`config.mk`:
```
export PLATFORM = sky130hd
export DESIGN_NAME = legv8_cw_sequencer
export DESIGN_NICKNAME = d
export VERILOG_FILES = /design/src/rtl/legv8_cw_sequencer.sv
export SDC_FILE = /design/constraint.sdc
export NUM_CORES = 1
export LEC_CHECK = 0
export ABC_CLOCK_PERIOD_IN_PS = 4500
export BUFFER_PORTS_ARGS = -buffer_cell sky130_fd_sc_hd__buf_2
export CORE_MARGIN = 2
export CORE_UTILIZATION = 56
export CTS_CLUSTER_SIZE = 14
export DETAILED_ROUTE_END_ITERATION = 12
export PLACE_DENSITY = 0.83
export SETUP_SLACK_MARGIN = 0.5
export SLEW_MARGIN = 30
export SYNTH_ARGS = -nofsm -noshare
export SYNTH_HDL_FRONTEND = slang
export SYNTH_SLANG_ARGS = --single-unit
```
`constraint.sdc`:
```
create_clock -name clock -period 4.5 [get_ports clock]
set_input_delay 0.225 -clock clock [delete_from_list [all_inputs] [get_ports clock]]
set_output_delay 0.225 -clock clock [all_outputs]
set_load 0.02 [all_outputs]
```
`src/rtl/legv8_cw_sequencer.sv`:
```
// Programmable control-word sequencer: plays (cw, dwell, last) entries from a small store
// into the LEGv8 datapath ControlWord input, with stop-or-loop at program end.
module legv8_cw_sequencer #(
  parameter int unsigned CW_WIDTH = 40,
  parameter int unsigned DEPTH    = 16,
  parameter int unsigned DWELL_W  = 4
) (
  input  logic                     clock,
  input  logic                     reset,
  input  logic                     load_en,
  input  logic [$clog2(DEPTH)-1:0] load_addr,
  input  logic [CW_WIDTH-1:0]      load_cw,
  input  logic [DWELL_W-1:0]       load_dwell,
  input  logic                     load_last,
  input  logic                     loop_mode,
  input  logic                     start,
  input  logic                     halt,
  output logic [CW_WIDTH-1:0]      control_word,
  output logic [$clog2(DEPTH)-1:0] step_index,
  output logic                     busy,
  output logic                     done
);

  localparam int unsigned IW = $clog2(DEPTH);

  typedef enum logic [1:0] {
    IDLE = 2'd0,
    RUN  = 2'd1,
    DONE = 2'd2
  } state_t;

  state_t             state;
  logic [DWELL_W-1:0] dwell_cnt;

  logic [CW_WIDTH-1:0] cw_mem    [DEPTH];
  logic [DWELL_W-1:0]  dwell_mem [DEPTH];
  logic                last_mem  [DEPTH];

  // Entry 0 as seen by a start: a same-cycle load of entry 0 takes precedence
  logic                load_hits0;
  logic [CW_WIDTH-1:0] start_cw;
  logic [DWELL_W-1:0]  start_dwell;
  logic                entry_end;

  always_comb begin
    load_hits0  = load_en && (load_addr == IW'(0));
    start_cw    = load_hits0 ? load_cw    : cw_mem[0];
    start_dwell = load_hits0 ? load_dwell : dwell_mem[0];
    entry_end   = last_mem[step_index] || (step_index == IW'(DEPTH - 1));
  end

  // Program store; writes are blocked while a program is playing
  always_ff @(posedge clock) begin
    if (!reset && load_en && (state != RUN)) begin
      cw_mem[load_addr]    <= load_cw;
      dwell_mem[load_addr] <= load_dwell;
      last_mem[load_addr]  <= load_last;
    end
  end

  always_ff @(posedge clock) begin
    if (reset) begin
      state        <= IDLE;
      control_word <= '0;
      step_index   <= '0;
      busy         <= 1'b0;
      done         <= 1'b0;
      dwell_cnt    <= '0;
    end else begin
      case (state)
        IDLE, DONE: begin
          if (halt) begin
            state        <= IDLE;
            control_word <= '0;
            step_index   <= '0;
            busy         <= 1'b0;
            done         <= 1'b0;
            dwell_cnt    <= '0;
          end else if (start) begin
            state        <= RUN;
            control_word <= start_cw;
            step_index   <= '0;
            busy         <= 1'b1;
            done         <= 1'b0;
            dwell_cnt    <= start_dwell;
          end
        end
        RUN: begin
          if (halt) begin
            state        <= IDLE;
            control_word <= '0;
            step_index   <= '0;
            busy         <= 1'b0;
            done         <= 1'b0;
            dwell_cnt    <= '0;
          end else if (dwell_cnt != '0) begin
            dwell_cnt <= dwell_cnt - DWELL_W'(1);
          end else if (!entry_end) begin
            control_word <= cw_mem[step_index + IW'(1)];
            dwell_cnt    <= dwell_mem[step_index + IW'(1)];
            step_index   <= step_index + IW'(1);
          end else if (loop_mode) begin
            control_word <= cw_mem[0];
            dwell_cnt    <= dwell_mem[0];
            step_index   <= '0;
          end else begin
            state        <= DONE;
            control_word <= '0;
            busy         <= 1'b0;
            done         <= 1'b1;
          end
        end
        default: begin
          state        <= IDLE;
          control_word <= '0;
          step_index   <= '0;
          busy         <= 1'b0;
          done         <= 1'b0;
          dwell_cnt    <= '0;
        end
      endcase
    end
  end

endmodule

```
==> reports/metrics.csv, run 1 <==
metric,value,unit
ant_nets,0,
critPathRequiredTime,5060,ps
seq_power_share,54.6,%
cts_sinks,775,
fillerInstances,3377,
cts_tree,done,
htree_levels,3,
cts_buffer_depth,3,
wl_per_cell,31.5,µm
share_clk_of_total_power,41.1,%
switchingPower,3.00,mW
ys_seq_elements,775,
cts_setup_buffers,0,
startpoint,step_index[0],
r2r_slack,1270,ps
start_util,56.5,%
synth_seq_area_share,73.2,%
crit_arrival,3790,ps
relSlewSlack,29.6,%
area_delta_synth_final,13.8,%
critPathLaunchType,register,
clk_latency,610,ps
multi_input_area,7980,µm²
place_congestion,0.813,
synth_edf_count,720,
place_area,32500,µm²
cp-end-kind,register,
r2r-start,step_index[0],
rows,86,
final_area,35300,µm²
p_comb_share,4.3,%
ys_types,54,
grt_pass1_wl,112,mm
grt_antenna_before_repair,5,
cap_viol_max_count,0,
viasPerCell,6.71,
dp_hpwl,37.2,mm
finalSetupViolations,0,
slew_viol_final,0,
ctsResizeCount,0,
clock.fmax,0.309,GHz
drive_gt1_share,33.7,%
syn_area,31000,µm²
status,"complete, no violations",
syn-num-nets,1531,
crit_slowest_cell,nor4_1,
grt_start_max_net_pins,122,
crit_type,register to register,
finalSetupTns,0,ps
boundaryPins,101,
first_global_vias,17041,
fin_nets,1700,
p_leak,11.2,nW
power_density,413,nW/µm²
vias,16418,
avgSynthCellArea,21.1,µm²
dr.pass1.iters,5,
endpoint,done,
overflow,0,
hold_viol,0,
syn_inst,1473,
numPortBuffers,100,
min_period,3230,ps
cp_cell_sequence,ha_4 -> and3_1 -> nand2b_1 -> a2111oi_4 -> buf_4 -> nor4_1 -> nand3_1 -> a21oi_1 -> dlygate4sd3_1,
worst_pin_slew,1060,ps
cts_buffers,71,
sw_frac_of_total,20.6,%
max-vdd-ir-drop,0.274,mV
track_usage,27.5,%
drt_iter0_drc,2502,
max_stage_delay,670,ps
die_w,239,µm
power.internal,11.6,mW
routed_wl,77.1,mm
core_area,55000,µm²
regArea,22700,µm²
rsz0062_at_grt,no,
critical_path.max_fanout,26,
hp-class,primary input to register,
dominantRegCellSynth,edfxtp_1,
yosys_warnings,0,
fp.dieH,239,µm
cts-root-buf,clkbuf_16,
drc,0,
synth-async-reset-ratio,0,%
die-area,57300,µm²
clk_pin_slew,70,ps
period_share,71.8,%
timing.rr.end,done,
skew,16.5,ps
ff2ff_path_depth,9,
## cell usage after synthesis (5+ instances only)
cell        n  share of area (%)
buf_4       7               0.17
a21oi_2    38                1.1
mux4_2    219                 16
nor2_1     24               0.29
clkbuf_1   35               0.42
inv_1       5              0.060
o21ai_0     5              0.081
nor3_1     52               0.84
buf_6      14               0.51
buf_2      29               0.47
dfxtp_1    55                3.5
edfxtp_1  720                 70
a21oi_1    11               0.18
mux2i_1    51                1.6
o221ai_2   39                1.9
nand2_1    96                1.2
nand3_1     6              0.097
## layer usage
metal | vias to the layer above | GRT usage, % | wire, µm
li1 | 6519 | - | -
met1 | 8354 | 36.5 | 26800
met2 | 1308 | 44.4 | 38000
met3 | 231 | 6.18 | 9420
met4 | 6 | 11.6 | 2810
met5 | - | 0 | 41
## critical path, delay by kind of cell (launching register included)
kind,cells,cell delay [ps]
and+or+nand+nor,4,1300
adders and majority gates,1,250
buffers and inverters,2,860
DFF,1,540
AOI/OAI and AO/OA,2,220
## power by group through the flow
stage / clock network [mW] / logic [mW] / registers, mW
2_1_floorplan: 0 / 0.325 / 8.12
3_3_place_gp: 0 / 0.552 / 8.11
3_5_place_dp: 0 / 0.575 / 8.11
4_1_cts: 6.03 / 0.616 / 7.96
5_1_grt: 6.29 / 0.658 / 7.96
6_report: 6.00 / 0.623 / 7.96
## repair_timing
item / in CTS / in global routing
endpoints found under the setup margin: 0 / 0
endpoints found under the hold margin: 643 / 0
hold buffers: 45 / 0
## through the flow
stage	utilization [%]	cells	setup slack, ps	hold slack, ps	power [mW]
floorplan	-	1473	1120	324	8.45
global placement	59.2	2271	1490	450	8.66
detailed placement	59.2	2271	1350	450	8.69
CTS	64.2	2445	1280	0.159	14.6
global route	64.2	2447	1060	18.6	14.9
finish	64.2	2448	1270	7.83	14.6
## flip-flops by register name (all words and copies together), names as in the netlist, named ones only
name,flops
busy,1
step_index,4
cw_mem,640
control_word,40
last_mem,16
done,1
state,1
dwell_mem,64
dwell_cnt,4
## worst min-delay path by stage
stage / to / depth (start not counted) / slack (ps) / from
2_1_floorplan: cw_mem[0][0] / 0 / 320 / load_cw[0]
3_3_place_gp: control_word[17] / 2 / 450 / control_word[17]
3_5_place_dp: control_word[38] / 2 / 450 / control_word[38]
4_1_cts: cw_mem[1][13] / 1 / 0.2 / load_cw[13]
5_1_grt: cw_mem[1][13] / 1 / 20 / load_cw[13]
6_report: cw_mem[1][13] / 1 / 8 / load_cw[13]
## kinds of logic (layout without fill, tap and decap cells)
family,count (synthesis),after routing,synth area share [%]
adder cells (fa/ha/maj),3,3,0.121
other,0,2,0
multiplexers,271,271,17.6
AO/OA/AOI/OAI,123,123,4.13
buffers and inverters,94,319,1.89
flip-flops,775,775,73.2
AND/OR/NAND/NOR,204,204,3.00
XOR/XNOR,3,3,0.109
## layout by cell type (no fill, tap or decap), types with 4 or more instances in the layout
cell type / n
nor3_1: 48
nand3b_1: 4
o221ai_2: 39
nand2_1: 95
nor2_4: 12
edfxtp_1: 720
dlygate4sd3_1: 45
a21oi_2: 38
clkbuf_8: 7
a21oi_1: 10
nor3_4: 4
bufinv_16: 4
o22ai_1: 4
dfxtp_1: 54
buf_4: 31
o21ai_0: 5
nor2_1: 12
nand3_1: 4
nand2b_1: 4
buf_12: 8
inv_1: 5
clkbuf_16: 75
buf_2: 100
clkinv_2: 9
clkbuf_1: 26
a211oi_1: 4
mux4_2: 219
mux2i_1: 51
## layout make-up
class / instances / share of cell area [%]
Multi-Input combinational cell: 604 / 22.6
Clock inverter: 21 / 0.616
Antenna cell: 2 / 0.0142
Clock buffer: 108 / 5.86
Timing Repair Buffer: 185 / 3.88
Tap cell: 748 / 2.65
Inverter: 5 / 0.0531
Sequential cell: 775 / 64.3
Note: power is estimated with default switching activity, not from simulation.
==> run 2: changes to the inputs <==
--- a/config.mk
+++ b/config.mk
@@ -5,7 +5,7 @@
 export SDC_FILE = /design/constraint.sdc
 export NUM_CORES = 1
 export LEC_CHECK = 0
-export ABC_CLOCK_PERIOD_IN_PS = 4500
+export ABC_CLOCK_PERIOD_IN_PS = 2690
 export BUFFER_PORTS_ARGS = -buffer_cell sky130_fd_sc_hd__buf_2
 export CORE_MARGIN = 2
 export CORE_UTILIZATION = 56
==> constraint.sdc (replaced) <==
create_clock -name clock -period 2.69 [get_ports clock]
set_input_delay 0.1345 -clock clock [delete_from_list [all_inputs] [get_ports clock]]
set_output_delay 0.1345 -clock clock [all_outputs]
set_load 0.02 [all_outputs]
==> reports/metrics.csv, run 2 (same netlist as run 1, synthesis figures left out) <==
metric,value,unit,change
cts_sinks,775,,unchanged
fp.dieH,239,µm,unchanged
status,"complete, no violations",,
critPathLaunchType,register,,
cts_buffer_depth,3,,unchanged
final_common_cell,edfxtp_1,,
cts_buffers,78,,+9.9%
ant_nets,0,,unchanged
place_inst,2320,,+2.2%
start_util,56.5,%,unchanged
slew_viol_final,0,,unchanged
p_leak,12.2,nW,+9.2%
cts-root-buf,clkbuf_16,,
drc,0,,unchanged
fin_nets,1821,,+7.1%
final_core_util,68.3,%,+4.0 points
finalSetupTns,0,ps,unchanged
place_congestion,0.870,,+7.0%
critPathRequiredTime,3160,ps,-1900 ps
regMostFlops,cw_mem,,
stdcell_count,2574,,+5.1%
period_share,96.2,%,+24 points
worst_pin_slew,878,ps,-178 ps
final_area,37500,µm²,+6.3%
die-area,57300,µm²,unchanged
drive_gt1_share,39.6,%,+5.9 points
cts_tree,done,,
relSlewSlack,41.4,%,+12 points
setup_ws,102,ps,-1170 ps
r2r_slack,100,ps,-1170 ps
grt_antenna_before_repair,4,,-1
clk_latency,650,ps,+40 ps
rsz0062_at_grt,yes,,
place_area,33300,µm²,+2.4%
die_w,239,µm,unchanged
finalSetupViolations,0,,unchanged
first_global_vias,17841,,+4.7%
power_density,683,nW/µm²,+65%
dp_hpwl,42.0,mm,+13%
core_area,55000,µm²,unchanged
largest_register_ffs,640,,unchanged
viasPerCell,6.90,,+2.9%
critical_path.max_fanout,13,,-50%
mostFrequentLayoutCells,"720 x edfxtp_1, 219 x mux4_2, 100 x buf_2",,
clock.fmax,0.386,GHz,+25%
hold_viol,0,,unchanged
dr.pass1.iters,5,,unchanged
dp_slack,77.8,ps,-1270 ps
boundaryPins,101,,unchanged
grt_start_max_net_pins,40,,-67%
numPortBuffers,100,,unchanged
cp-end-kind,register,,
cap_viol_max_count,0,,unchanged
overflow,0,,unchanged
area_delta_synth_final,20.9,%,
top_regs,"cw_mem x640, dwell_mem x64, control_word x40",,
routed_wl,87.4,mm,+13%
crit_type,register to register,,
htree_levels,3,,unchanged
skew,44.5,ps,+28.0 ps
hp-class,primary input to register,,
min_period,2590,ps,-644 ps
wl_per_cell,34.0,µm,+7.9%
track_usage,30.3,%,+2.8 points
rows,86,,unchanged
clk_pin_slew,60,ps,about the same
crit_arrival,3060,ps,-730 ps
max-vdd-ir-drop,0.558,mV,+100%
drt_iter0_drc,2562,,+2.4%
vias,17761,,+8.2%
grt_pass1_wl,122,mm,+8.9%
==> run 2: cell types whose count changed in the layout (fill, tap and decap cells not counted), sizes merged <==
cell,previous run,this run
clkbuf,108,96
inv,8,10
buf,140,242
bufbuf,0,6
dlygate4sd3,45,49
clkinvlp,2,4
diode,2,3
clkinv,12,27
bufinv,4,10
==> run 2: layout make-up <==
type / instances / area (µm²)
tap: 748 / 936
multi-input combinational: 604 / 8110
fill: 3109 / 17400
clock inverter: 46 / 514
clock buffer: 94 / 2030
inverter: 5 / 18.8
sequential: 775 / 22700
antenna: 3 / 7.51
timing repair buffer: 299 / 3190
==> run 2: report_power, final <==
| group | switching (mW) | total (mW) | internal, mW |
|---|---|---|---|
| sequential | 0.0560 | 13.3 | 13.3 |
| clock | 4.70 | 11.1 | 6.37 |
| combinational | 0.729 | 1.26 | 0.532 |
==> run 2: worst max-delay path, cell delays in order (launching register included) <==
cell and delay [ps]:
dfxtp_4 360, ha_4 330, buf_12 150, buf_12 120, buf_16 150, mux4_2 530, mux4_2 500, a21oi_2 160
o221ai_2 110
==> run 2: final timing paths <==
path	from	endpoint	depth (start not counted)
worst max-delay path	step_index[0]	control_word[19]	8
worst min-delay path	load_en	control_word[33]	4
worst max register to register	step_index[0]	control_word[19]	8
worst min register to register	control_word[33]	control_word[33]	2
==> run 2: stage by stage <==
stage          hold WS, ps  total power, mW
2_1_floorplan          233             14.1
3_3_place_gp           445             14.5
3_5_place_dp           448             14.6
4_1_cts                128             25.5
5_1_grt                171             26.1
6_report               158             25.6
==> run 2: layer usage <==
layer | vias up | GRT usage (%) | wire, µm | part of all wire [%]
li1 | 6773 | - | - | -
met1 | 8995 | 40.1 | 29200 | 33
met2 | 1640 | 47.8 | 42000 | 48
met3 | 349 | 7.49 | 12100 | 14
met4 | 4 | 14.1 | 4110 | 4.7
met5 | - | 0 | 24 | 0.027
==> run 2: timing repair <==
action | CTS | global route
pin swaps | 21 | 26
hold buffers | 49 | 0
cloned | 11 | 2
endpoints found under the setup margin | 82 | 313
setup buffers | 29 | 20
endpoints found under the hold margin | 731 | 0
resized for setup | 35 | 38
==> run 3: changes to the inputs <==
--- a/config.mk
+++ b/config.mk
@@ -6,12 +6,12 @@
 export NUM_CORES = 1
 export LEC_CHECK = 0
 export ABC_CLOCK_PERIOD_IN_PS = 2690
-export BUFFER_PORTS_ARGS = -buffer_cell sky130_fd_sc_hd__buf_2
 export CORE_MARGIN = 2
-export CORE_UTILIZATION = 56
+export CORE_UTILIZATION = 57
 export CTS_CLUSTER_SIZE = 14
 export DETAILED_ROUTE_END_ITERATION = 12
-export PLACE_DENSITY = 0.83
+export DONT_BUFFER_PORTS = 1
+export PLACE_DENSITY = 0.82
 export SETUP_SLACK_MARGIN = 0.5
 export SLEW_MARGIN = 30
 export SYNTH_ARGS = -nofsm -noshare
==> constraint.sdc (replaced) <==
create_clock -name clock -period 2.69 [get_ports clock]
set_input_delay 0.1345 -clock clock [delete_from_list [all_inputs] [get_ports clock]]
set_output_delay 0.1345 -clock clock [all_outputs]
set_load 0.01 [all_outputs]
==> reports/metrics.csv, run 3 (same netlist as run 1, synthesis figures left out) <==
metric,value,unit,change
cts_buffers,76,,-2.6%
worst_pin_slew,714,ps,-164 ps
place_congestion,0.882,,+1.4%
status,"complete, no violations",,
p_leak,11.8,nW,-3.3%
cts_sinks,775,,unchanged
setup_ws,127,ps,+25.7 ps
crit_arrival,3060,ps,about the same
hold_start,load_en,,
critical_path.max_fanout,5,,-8
numPortBuffers,0,,-100%
cts-root-buf,clkbuf_16,,
drt_iter0_drc,2536,,-1.0%
clk_latency,660,ps,about the same
period_share,95.3,%,-0.96 points
clock.fmax,0.390,GHz,+1.0%
drive_gt1_share,36.1,%,-3.5 points
fin_nets,1729,,-5.1%
finalSetupViolations,0,,unchanged
r2r-start,step_index[0],,
r2r_slack,130,ps,+30 ps
regMostFlops,cw_mem,,
critPathLaunchType,register,,
clk_pin_slew,60,ps,about the same
cap_viol_max_count,0,,unchanged
max-vdd-ir-drop,0.527,mV,-5.5%
grt_start_max_net_pins,44,,+10%
power_density,674,nW/µm²,-1.3%
rsz0062_at_grt,yes,,
hold_depth,3,,-1
slew_viol_final,0,,unchanged
switchingPower,5.35,mW,-2.4%
power.internal,19.7,mW,-2.4%
relSlewSlack,52.2,%,+11 points
dp_slack,76.5,ps,-1.30 ps
rows,85,,-1.2%
die_w,237,µm,-0.87%
share_clk_of_total_power,41.9,%,-1.3 points
p_comb_share,4.8,%,about the same
fin_total_pwr,25.0,mW,-2.4%
start_util,57.7,%,+1.2 points
mostFrequentLayoutCells,"720 x edfxtp_1, 219 x mux4_2, 94 x nand2_1",,
fp.dieH,237,µm,-0.87%
final_core_util,69.0,%,+0.73 points
cts_tree,done,,
htree_levels,3,,unchanged
core_area,53800,µm²,-2.1%
overflow,0,,unchanged
boundaryPins,101,,unchanged
cp-end-kind,register,,
sw_frac_of_total,21.4,%,about the same
track_usage,31.2,%,+0.95 points
routed_wl,87.7,mm,+0.26%
die-area,56400,µm²,-1.7%
place_inst,2161,,-6.9%
min_period,2560,ps,-25.7 ps
largest_register_ffs,640,,unchanged
wl_per_cell,36.0,µm,+6.1%
hp-class,primary input to register,,
top_regs,"cw_mem x640, dwell_mem x64, control_word x40",,
stdcell_count,2432,,-5.5%
dr.pass1.iters,5,,unchanged
min_to,control_word[37],,
first_global_vias,17670,,-0.96%
hold_viol,0,,unchanged
dp_hpwl,40.3,mm,-4.2%
final_common_cell,edfxtp_1,,
vias,17243,,-2.9%
ff2ff_path_depth,8,,unchanged
startpoint,step_index[0],,
critPathRequiredTime,3190,ps,+30 ps
drc,0,,unchanged
grt_antenna_before_repair,2,,-2
area_delta_synth_final,19.6,%,
grt_pass1_wl,124,mm,+1.7%
cts_buffer_depth,3,,unchanged
ant_nets,0,,unchanged
skew,40.5,ps,-4.05 ps
seq_power_share,53.3,%,+1.4 points
timing.rr.end,control_word[28],,
finalSetupTns,0,ps,unchanged
crit_type,register to register,,
viasPerCell,7.09,,+2.8%
## run 3: cell types whose count changed in the layout (fill, tap and decap cells not counted), sizes merged
cell and change:
inv -3, buf -95, clkbuf +22, clkinvlp -2, dlygate4sd3 +2, bufinv -7
clkinv -7
## run 3: power by group through the flow
| stage | Clock (mW) | Combinational, mW | Sequential, mW |
|---|---|---|---|
| 2_1_floorplan | 0 | 0.550 | 13.6 |
| 4_1_cts | 10.5 | 1.12 | 13.3 |
| 3_5_place_dp | 0 | 0.732 | 13.6 |
| 5_1_grt | 11.0 | 1.25 | 13.3 |
| 6_report | 10.5 | 1.20 | 13.3 |
| 3_3_place_gp | 0 | 0.715 | 13.6 |
## run 3: worst max-delay path by stage
stage	end	slack [ps]
final	control_word[28]	130
after global routing	control_word[22]	100
after CTS	control_word[17]	230
after detailed placement	control_word[27]	80
after global placement	control_word[17]	150
after floorplan	cw_mem[5][0]	160
## run 3: critical path, stage by stage (launching register included)
cell and delay [ps]:
dfxtp_4 370, ha_4 330, buf_12 140, buf_12 100, buf_16 140, mux4_2 510
mux4_2 500, a21oi_2 190, o221ai_2 120
## run 3: per-layer routing
metal  wire length, µm  GRT usage, %
met5                 0             0
met4              4030          14.4
met1             28300          40.2
met2             43600          50.5
met3             11700          8.06
## run 3: what timing repair did
action,in CTS,in global routing
endpoints found under the hold margin,929,0
endpoints found under the setup margin,55,580
setup buffers,38,14
resized for setup,60,37
gates cloned,19,5
pin swaps,52,26
hold buffers,52,0
## run 3: area by class of cell
cell class	count	area [µm²]
Inverter	5	18.8
Clock buffer	113	2170
Fill cell	3043	16700
Tap cell	696	871
Multi-Input combinational cell	604	8120
Antenna cell	3	7.51
Sequential cell	775	22700
Timing Repair Buffer	209	2970
Clock inverter	27	235
## run 3: metrics by stage
stage	cell area, µm²	hold WS [ps]
finish	37100	11.4
global route	37100	8.24
CTS	36700	7.23
detailed placement	32600	209
global placement	32600	204
floorplan	31100	233
